### src/rtl/vec_alu_sequencer.sv
// vec_alu_sequencer: accepts one whole-register vector op, slices the operands
// into lane-sized chunks issued beat by beat across up to four lanes, gathers
// the registered lane results into a VLEN-bit image and holds it for writeback.
module vec_alu_sequencer #(
  parameter int VLEN       = 128,
  parameter int LANE_WIDTH = 4,
  parameter int NB_LANES   = 0
) (
  input  logic                        clk,
  input  logic                        reset,
  input  logic                        start,
  input  logic [5:0]                  opcode,
  input  logic [2:0]                  vsew,
  input  logic [VLEN-1:0]             vs1,
  input  logic [VLEN-1:0]             vs2,
  output logic                        busy,
  output logic                        err,
  output logic [3:0]                  run,
  output logic [5:0]                  lane_op,
  output logic [2:0]                  lane_sew,
  output logic [3:0]                  lane_first,
  output logic [(4<<LANE_WIDTH)-1:0]  lane_a,
  output logic [(4<<LANE_WIDTH)-1:0]  lane_b,
  input  logic [(4<<LANE_WIDTH)-1:0]  lane_res,
  output logic [VLEN-1:0]             vd,
  output logic                        out_valid,
  input  logic                        out_ready
);

  localparam int LW      = 1 << LANE_WIDTH;
  localparam int LG_VLEN = $clog2(VLEN);
  // Worst case is one lane with 8-bit chunks: VLEN/8 beats.
  localparam int BEAT_W  = LG_VLEN - 2;

  typedef enum logic [1:0] {S_IDLE, S_ISSUE, S_DRAIN, S_HOLD} state_t;

  state_t              state_q;
  logic [BEAT_W-1:0]   beat_q;
  logic [5:0]          op_q;
  logic [2:0]          sew_q;
  logic                err_q;
  logic [VLEN-1:0]     vs1_q, vs2_q;
  logic [VLEN-1:0]     vd_q, vd_d;
  logic [3:0]          col_run_q;
  logic [3:0][31:0]    col_off_q;
  logic [3:0][31:0]    iss_off;
  logic                accept;

  // Operation geometry, all as log2 so divides/mods become shifts/masks.
  logic [31:0] lg_sew, lg_cw, lg_k, lg_e, lg_l, lg_b, last_beat;
  logic [31:0] grp, part, off;
  logic [LW-1:0] cw_mask;

  // Mask covering the low CW bits of a lane word (all ones when CW == LW).
  function automatic logic [LW-1:0] chunk_mask(input logic [31:0] lg_w);
    return {LW{1'b1}} >> (32'(LW) - (32'd1 << lg_w));
  endfunction

  // Derive chunk width, chunks/element, active lanes and beat count from latched SEW.
  always_comb begin
    lg_sew    = 32'd3 + 32'(sew_q);
    lg_cw     = (lg_sew < 32'(LANE_WIDTH)) ? lg_sew : 32'(LANE_WIDTH);
    lg_k      = lg_sew - lg_cw;
    lg_e      = 32'(LG_VLEN) - lg_sew;
    lg_l      = (lg_e < 32'(NB_LANES)) ? lg_e : 32'(NB_LANES);
    lg_b      = lg_e - lg_l + lg_k;
    last_beat = (32'd1 << lg_b) - 32'd1;
    cw_mask   = chunk_mask(lg_cw);
  end

  assign accept = (state_q == S_IDLE) && start && (vsew <= 3'd3);

  // Issue decode: map the current beat onto per-lane element chunks.
  always_comb begin
    run        = '0;
    lane_first = '0;
    lane_a     = '0;
    lane_b     = '0;
    iss_off    = '0;
    grp        = 32'(beat_q) >> lg_k;
    part       = 32'(beat_q) & ((32'd1 << lg_k) - 32'd1);
    off        = '0;
    if (state_q == S_ISSUE) begin
      for (int i = 0; i < 4; i++) begin
        if (32'(i) < (32'd1 << lg_l)) begin
          off                  = (((grp << lg_l) + 32'(i)) << lg_sew) + (part << lg_cw);
          run[i]               = 1'b1;
          lane_first[i]        = (part == 32'd0);
          lane_a[i*LW +: LW]   = LW'(vs1_q >> off) & cw_mask;
          lane_b[i*LW +: LW]   = LW'(vs2_q >> off) & cw_mask;
          iss_off[i]           = off;
        end
      end
    end
  end

  // Collect: merge the previous beat's lane results into the destination image.
  always_comb begin
    vd_d = vd_q;
    for (int i = 0; i < 4; i++) begin
      if (col_run_q[i]) begin
        vd_d = (vd_d & ~(VLEN'(cw_mask) << col_off_q[i]))
             | (VLEN'(lane_res[i*LW +: LW] & cw_mask) << col_off_q[i]);
      end
    end
  end

  // Control FSM: accept, beat sequencing, drain of the last beat, hold for writeback.
  always_ff @(posedge clk) begin
    if (reset) begin
      state_q   <= S_IDLE;
      beat_q    <= '0;
      op_q      <= '0;
      sew_q     <= '0;
      err_q     <= 1'b0;
      vd_q      <= '0;
      col_run_q <= '0;
    end else begin
      err_q     <= 1'b0;
      col_run_q <= run;
      vd_q      <= vd_d;
      case (state_q)
        S_IDLE: begin
          if (start) begin
            if (vsew > 3'd3) begin
              err_q <= 1'b1;
            end else begin
              op_q    <= opcode;
              sew_q   <= vsew;
              vd_q    <= '0;
              beat_q  <= '0;
              state_q <= S_ISSUE;
            end
          end
        end
        S_ISSUE: begin
          beat_q <= beat_q + BEAT_W'(1);
          if (32'(beat_q) == last_beat) state_q <= S_DRAIN;
        end
        S_DRAIN: state_q <= S_HOLD;
        S_HOLD:  if (out_ready) state_q <= S_IDLE;
        default: state_q <= S_IDLE;
      endcase
    end
  end

  // Operand capture and issued-beat offsets (data only, qualified by control).
  always_ff @(posedge clk) begin
    if (accept) begin
      vs1_q <= vs1;
      vs2_q <= vs2;
    end
    col_off_q <= iss_off;
  end

  assign busy      = (state_q != S_IDLE);
  assign out_valid = (state_q == S_HOLD);
  assign err       = err_q;
  assign lane_op   = op_q;
  assign lane_sew  = sew_q;
  assign vd        = vd_q;

endmodule
### config.mk
export PLATFORM = sky130hd
export DESIGN_NAME = vec_alu_sequencer
export DESIGN_NICKNAME = d
export VERILOG_FILES = /design/src/rtl/vec_alu_sequencer.sv
export SDC_FILE = /design/constraint.sdc
export NUM_CORES = 1
export LEC_CHECK = 0
export BUFFER_PORTS_ARGS = -buffer_cell sky130_fd_sc_hd__buf_2
export CAP_MARGIN = 40
export CORE_MARGIN = 4
export CORE_UTILIZATION = 30
export DETAILED_ROUTE_END_ITERATION = 16
export PLACE_DENSITY = 0.58
export SYNTH_ARGS = -nofsm -noshare
export SYNTH_HDL_FRONTEND = slang
export SYNTH_SLANG_ARGS = --single-unit
export TNS_END_PERCENT = 5
### constraint.sdc
create_clock -name clk -period 11.9 [get_ports clk]
set_input_delay 2.38 -clock clk [delete_from_list [all_inputs] [get_ports clk]]
set_output_delay 2.38 -clock clk [all_outputs]
set_load 0.01 [all_outputs]
==> results of run 1 <==
[flip-flops by register name (all words and copies together), names as in the netlist]
register and count:
beat_q 5, col_off_q 21, col_run_q 1, err 1, lane_op 6, lane_sew 3, state_q 2, vd 128
vs1_q 128, vs2_q 128
[power groups by stage]
| stage | Combinational [mW] | Clock (mW) | Sequential [mW] |
|---|---|---|---|
| floorplan | 2.09 | 0 | 1.85 |
| global placement | 3.05 | 0 | 1.90 |
| detailed placement | 3.08 | 0 | 1.90 |
| CTS | 3.09 | 1.67 | 1.88 |
| global route | 3.38 | 1.72 | 1.89 |
| finish | 3.16 | 1.62 | 1.88 |
[worst min-delay path: stages, from the launching register on]
cell	delay [ns]
dfxtp_1	0.30
nand2_1	0.05
a21oi_1	0.05
[routing by layer]
layer | track usage | vias to the layer above | wire length (µm)
met5 | 0 | - | 25
li1 | - | 15110 | -
met2 | 0.359 | 1626 | 64400
met3 | 0.0354 | 219 | 11500
met4 | 0.0687 | 4 | 4220
met1 | 0.306 | 16001 | 60400
[per-stage QoR]
stage               std cells   util  worst slack (ns)
floorplan                4021      -              2.56
global placement         5634  0.334             0.732
detailed placement       5647  0.335             0.871
CTS                      5744  0.351            0.0868
global route             5749  0.352           -0.0767
finish                   5751  0.352             0.604
[cells in the final DEF (no fill, tap or decap), drive strengths merged, types with 19 or more instances in the layout]
| cell | n |
|---|---|
| clkinv | 22 |
| mux4 | 151 |
| nand2 | 583 |
| a22oi | 30 |
| nor3 | 65 |
| and2 | 28 |
| o31ai | 22 |
| a311oi | 19 |
| ha | 51 |
| a32o | 27 |
| inv | 55 |
| buf | 569 |
| a211oi | 94 |
| nand4 | 30 |
| o22ai | 26 |
| mux2i | 268 |
| nor2 | 287 |
| a31oi | 47 |
| nor2b | 39 |
| and3 | 28 |
| a21oi | 305 |
| edfxtp | 256 |
| clkbuf | 70 |
| o21ai | 331 |
| conb | 124 |
| dfxtp | 167 |
| nand3 | 113 |
| o211ai | 72 |
| mux2 | 65 |
[what timing repair did]
action                                  CTS  global route
endpoints found under the setup margin    0            28
gates resized for setup                   0             9
buffers inserted                          0             3
endpoints found under the hold margin     0             0
[path summary, 6_finish.rpt]
check	endpoint	slack [ns]	cells past startpoint	start
setup reg to reg	state_q[1]	5.60	27	lane_sew[0]
setup / recovery	lane_a[6]	0.60	33	lane_sew[0]
hold reg to reg	lane_op[1]	0.45	2	lane_op[1]
hold / removal	lane_op[1]	0.45	2	lane_op[1]
[area by class of cell]
cell class | count | area [µm²] | share of cell area
inverters | 55 | 216 | 0.00547
well taps | 1500 | 1880 | 0.0475
multi-input cells | 3104 | 21300 | 0.539
repair buffers | 569 | 3340 | 0.0844
flip-flops and latches | 423 | 11000 | 0.279
diodes | 3 | 7.51 | 0.000190
clock buffers | 70 | 1460 | 0.0369
clock inverters | 27 | 304 | 0.00769
[logic make-up after synthesis]
group,after synthesis,share of synthesized area
other,2,0.000221
xor gates and xnor gates,24,0.00618
muxes,484,0.200
DFF,423,0.324
adders and majority gates,52,0.0193
and+or+nand+nor,1252,0.162
AOI/OAI and AO/OA,1168,0.219
buffers and inverters,494,0.0685
[synth_stat cells (all sizes together), types with 65 or more instances]
| cell | n | share of area |
|---|---|---|
| nand2 | 583 | 0.064 |
| o21ai | 331 | 0.049 |
| a21oi | 305 | 0.045 |
| nor2 | 287 | 0.032 |
| mux2i | 268 | 0.079 |
| edfxtp | 256 | 0.23 |
| clkbuf | 222 | 0.024 |
| buf | 217 | 0.038 |
| dfxtp | 167 | 0.098 |
| mux4 | 151 | 0.10 |
| nand3 | 113 | 0.017 |
| a211oi | 94 | 0.021 |
| o211ai | 72 | 0.016 |
| mux2 | 65 | 0.022 |
| nor3 | 65 | 0.0097 |
==> reports/metrics.cfg, run 1 <==
[synth]
ys_async_sr_fraction = 0
yosysWarnings = 0
synth-edff-count = 256
ys_ff_latch = 423
ys.flop_type = edfxtp_1
syn_area_um2 = 34000
ys_seq_area_frac = 0.324
synth_cell_types = 94
syn_area_per_cell_um2 = 8.73
synth_cells = 3899

[clock_tree]
ctsLongestPathBuffers = 3
clk_pin_slew_ns = 0.06
htreeDepth = 2
cts_tree = yes
cts_buffers = 52
insertion_delay_ns = 0.66
clock-root-buffer = clkbuf_16
ctsHoldBuffers = 0
cts_sinks = 423

[sta]
finalHoldViolations = 0
period_share = 0.949
whs_ns = 0.450
fin_crit_ns = 11.30
timing.fmax_mhz = 88.5
maxSlewViolCount = 0
relSlewSlack = 0.363
tightest_slew_ns = 0.951
setup-tns-final_ns = 0
fin_worst_skew_ns = 0.0435
setup_violations = 0

[worst_setup_path]
critPathTopFamily = compound AO/OA/AOI/OAI gates
crit_type = flip-flop to output pin
worst-path-buf-inv = 7
crit_path_frequent_cell = buf_4
cp.required_ns = 9.52
max_stage_delay_ns = 0.61
start_kind = flip-flop
end_kind = output pin
critPathMaxFanout = 25
arrival_ns = 8.92
slowest_stage = a211oi_2

[layout]
drive_gt1_frac = 0.219
fillers = 11733
fin_area_um2 = 39600
nets = 4590
area_growth_pct = 16.3

[power]
irDropWorstVdd_mv = 0.118
p_clk_frac = 0.243
sw_frac_of_total = 0.441
internal_power_mw = 3.72
power_switching_mw = 2.94
powerDensity_nw_per_um2 = 168
total_power_mw = 6.66
seqPwrFrac = 0.282
combinationalPowerShare = 0.475
power.leakage_nw = 15.9

[die]
coreArea_um2 = 112000
dieHeight_um = 345
pin_count = 609
die_x_um = 345
dieArea_um2 = 119000
start_util = 0.302
rows = 123

[global_routing]
grt_max_degree = 139
grt_use_total = 0.222
grt-ovfl-total = 0
grt_pass1_vias = 30082
antenna_found_initial = 13
grt_pass1_wl_um = 201000

[drt]
drc = 0
routed_wl_um = 141000
num_vias = 32960
drt_iter0_drc = 3568
routedWlPerCell_um = 24.4
drtPass1Iterations = 8
detail-route-antenna-nets = 0
via_per_inst = 5.73

[placement]
place.gp.congestion = 0.953
dp_hpwl_um = 107000
placed_area_um2 = 37700
io_buffers = 458

[run]
cap_viol_max_count = 0

[hold_path]
hold_class = flip-flop to flip-flop

[status]
status = complete, no violations

Note: power is estimated with default switching activity, not from simulation.
==> inputs of run 2 (changes only) <==
- CTS_BUF_LIST: not set -> sky130_fd_sc_hd__clkbuf_8
- GPL_ROUTABILITY_DRIVEN: not set -> 0
==> reports/metrics.cfg, run 2 (synthesis gave the netlist of run 1 again) <==
[placement]
dp_hpwl_um = 105000  ; -2.1%
io_buffers = 458  ; unchanged

[die]
dieHeight_um = 345  ; unchanged
dieArea_um2 = 119000  ; unchanged
pin_count = 609  ; unchanged
start_util = 0.302  ; unchanged
die_x_um = 345  ; unchanged
coreArea_um2 = 112000  ; unchanged
rows = 123  ; unchanged

[global_routing]
antenna_found_initial = 20  ; +7
grt_pass1_wl_um = 198000  ; -1.4%
grt_pass1_vias = 30500  ; +1.4%
grt_max_degree = 151  ; +8.6%
grt-ovfl-total = 0  ; unchanged
grt_use_total = 0.220  ; -0.00242

[clock_tree]
insertion_delay_ns = 0.79  ; +0.13 ns
cts_setup_buffers = 0  ; unchanged
clock-root-buffer = clkbuf_8
cts_resized = 0  ; unchanged
htreeDepth = 3  ; +1
clk_pin_slew_ns = 0.06  ; about the same
ctsLongestPathBuffers = 3  ; unchanged
cts_sinks = 423  ; unchanged
cts_buffers = 78  ; +50%
cts_tree = yes
ctsHoldBuffers = 0  ; unchanged

[sta]
finalHoldViolations = 0  ; unchanged
setup_violations = 0  ; unchanged
timing.fmax_mhz = 88.2  ; -0.31%
fin_crit_ns = 11.33  ; +0.0355 ns
tightest_slew_ns = 0.923  ; -0.0279 ns
relSlewSlack = 0.379  ; +0.0163
setup-tns-final_ns = 0  ; unchanged
maxSlewViolCount = 0  ; unchanged
period_share = 0.952  ; +0.00298
fin_worst_skew_ns = 0.0652  ; +0.0217 ns
whs_ns = 0.450  ; -0.0000550 ns

[drt]
routed_wl_um = 138000  ; -2.1%
routedWlPerCell_um = 23.8  ; -2.4%
drc = 0  ; unchanged
via_per_inst = 5.76  ; +0.42%
drtPass1Iterations = 6  ; -2
detail-route-antenna-nets = 0  ; unchanged
num_vias = 33226  ; +0.81%
drt_iter0_drc = 3743  ; +4.9%

[worst_setup_path]
crit_type = flip-flop to output pin
worst-path-buf-inv = 6  ; -1
slowest_stage = nor4_4
start_kind = flip-flop
max_stage_delay_ns = 0.57  ; -0.04 ns
cp.depth = 31  ; -6.1%
arrival_ns = 8.95  ; +0.03 ns
r2r_cells = 26  ; -3.7%
critPathTopFamily = compound AO/OA/AOI/OAI gates
end_kind = output pin
cp.required_ns = 9.52  ; about the same
critPathMaxFanout = 30  ; +20%

[hold_path]
holdPathStages = 2  ; unchanged
hold_class = flip-flop to flip-flop

[layout]
nets = 4599  ; +0.20%
fillers = 11753  ; +0.17%
final_common_cell = nand2_1
final_cell_mix = nand2_1 (582), buf_2 (461), o21ai_0 (323)
drive_gt1_frac = 0.222  ; +0.00291
area_growth_pct = 15.9

[power]
irDropWorstVdd_mv = 0.163  ; +38%
powerDensity_nw_per_um2 = 167  ; -0.94%
power.leakage_nw = 15.9  ; -0.11%

[status]
status = complete, no violations

[run]
cap_viol_max_count = 0  ; unchanged

==> run 2: cell count changes in the layout (fill, tap and decap cells not counted), sizes merged, moves of 6 or more <==
cell	previous run	this run
buf	569	552
clkbuf	70	87
inv	55	70
bufinv	3	9
==> run 2: per-stage QoR <==
stage / cell area [µm²] / worst slack [ns] / std cells / util / power (mW)
floorplan: 34500 / 2.56 / 4021 / - / 3.94
global placement: 37400 / 0.973 / 5621 / 0.333 / 4.90
detailed placement: 37600 / 0.964 / 5634 / 0.335 / 4.92
CTS: 39400 / 0.0786 / 5769 / 0.350 / 6.55
global route: 39400 / -0.0125 / 5773 / 0.350 / 6.92
finish: 39400 / 0.568 / 5773 / 0.350 / 6.58
==> run 2: worst paths after layout <==
path	start	end	slack, ns
setup / recovery	lane_sew[0]	lane_a[8]	0.57
hold / removal	lane_op[5]	lane_op[5]	0.45
setup reg to reg	lane_sew[0]	state_q[1]	5.62
hold reg to reg	lane_op[5]	lane_op[5]	0.45
==> run 2: layer usage <==
layer  global-route usage  vias to the layer above  wire length (µm)
met5                    0                        -                89
met4               0.0915                       14              5820
met3               0.0435                      316             12200
met2                0.346                     1828             61700
met1                0.296                    15921             57800
li1                     -                    15147                 -
==> run 2: area by class of cell <==
cell class	instances	area [µm²]	share of cell area
Tap cell	1500	1880	0.0476
Inverter	55	216	0.00549
Multi-Input combinational cell	3104	21300	0.541
Clock inverter	48	526	0.0133
Antenna cell	4	10.0	0.000254
Sequential cell	423	11000	0.280
Clock buffer	87	1200	0.0304
Timing Repair Buffer	552	3230	0.0819
==> run 2: power by group <==
part	internal (mW)	leakage (nW)	switching (mW)
clock	0.883	0.925	0.703
sequential	1.74	3.72	0.132
combinational	1.03	11.2	2.09
==> run 2: tightest hold or removal path, stage by stage (launching register included) <==
cell	delay, ns
dfxtp_1	0.30
nand2_1	0.05
a21oi_1	0.05
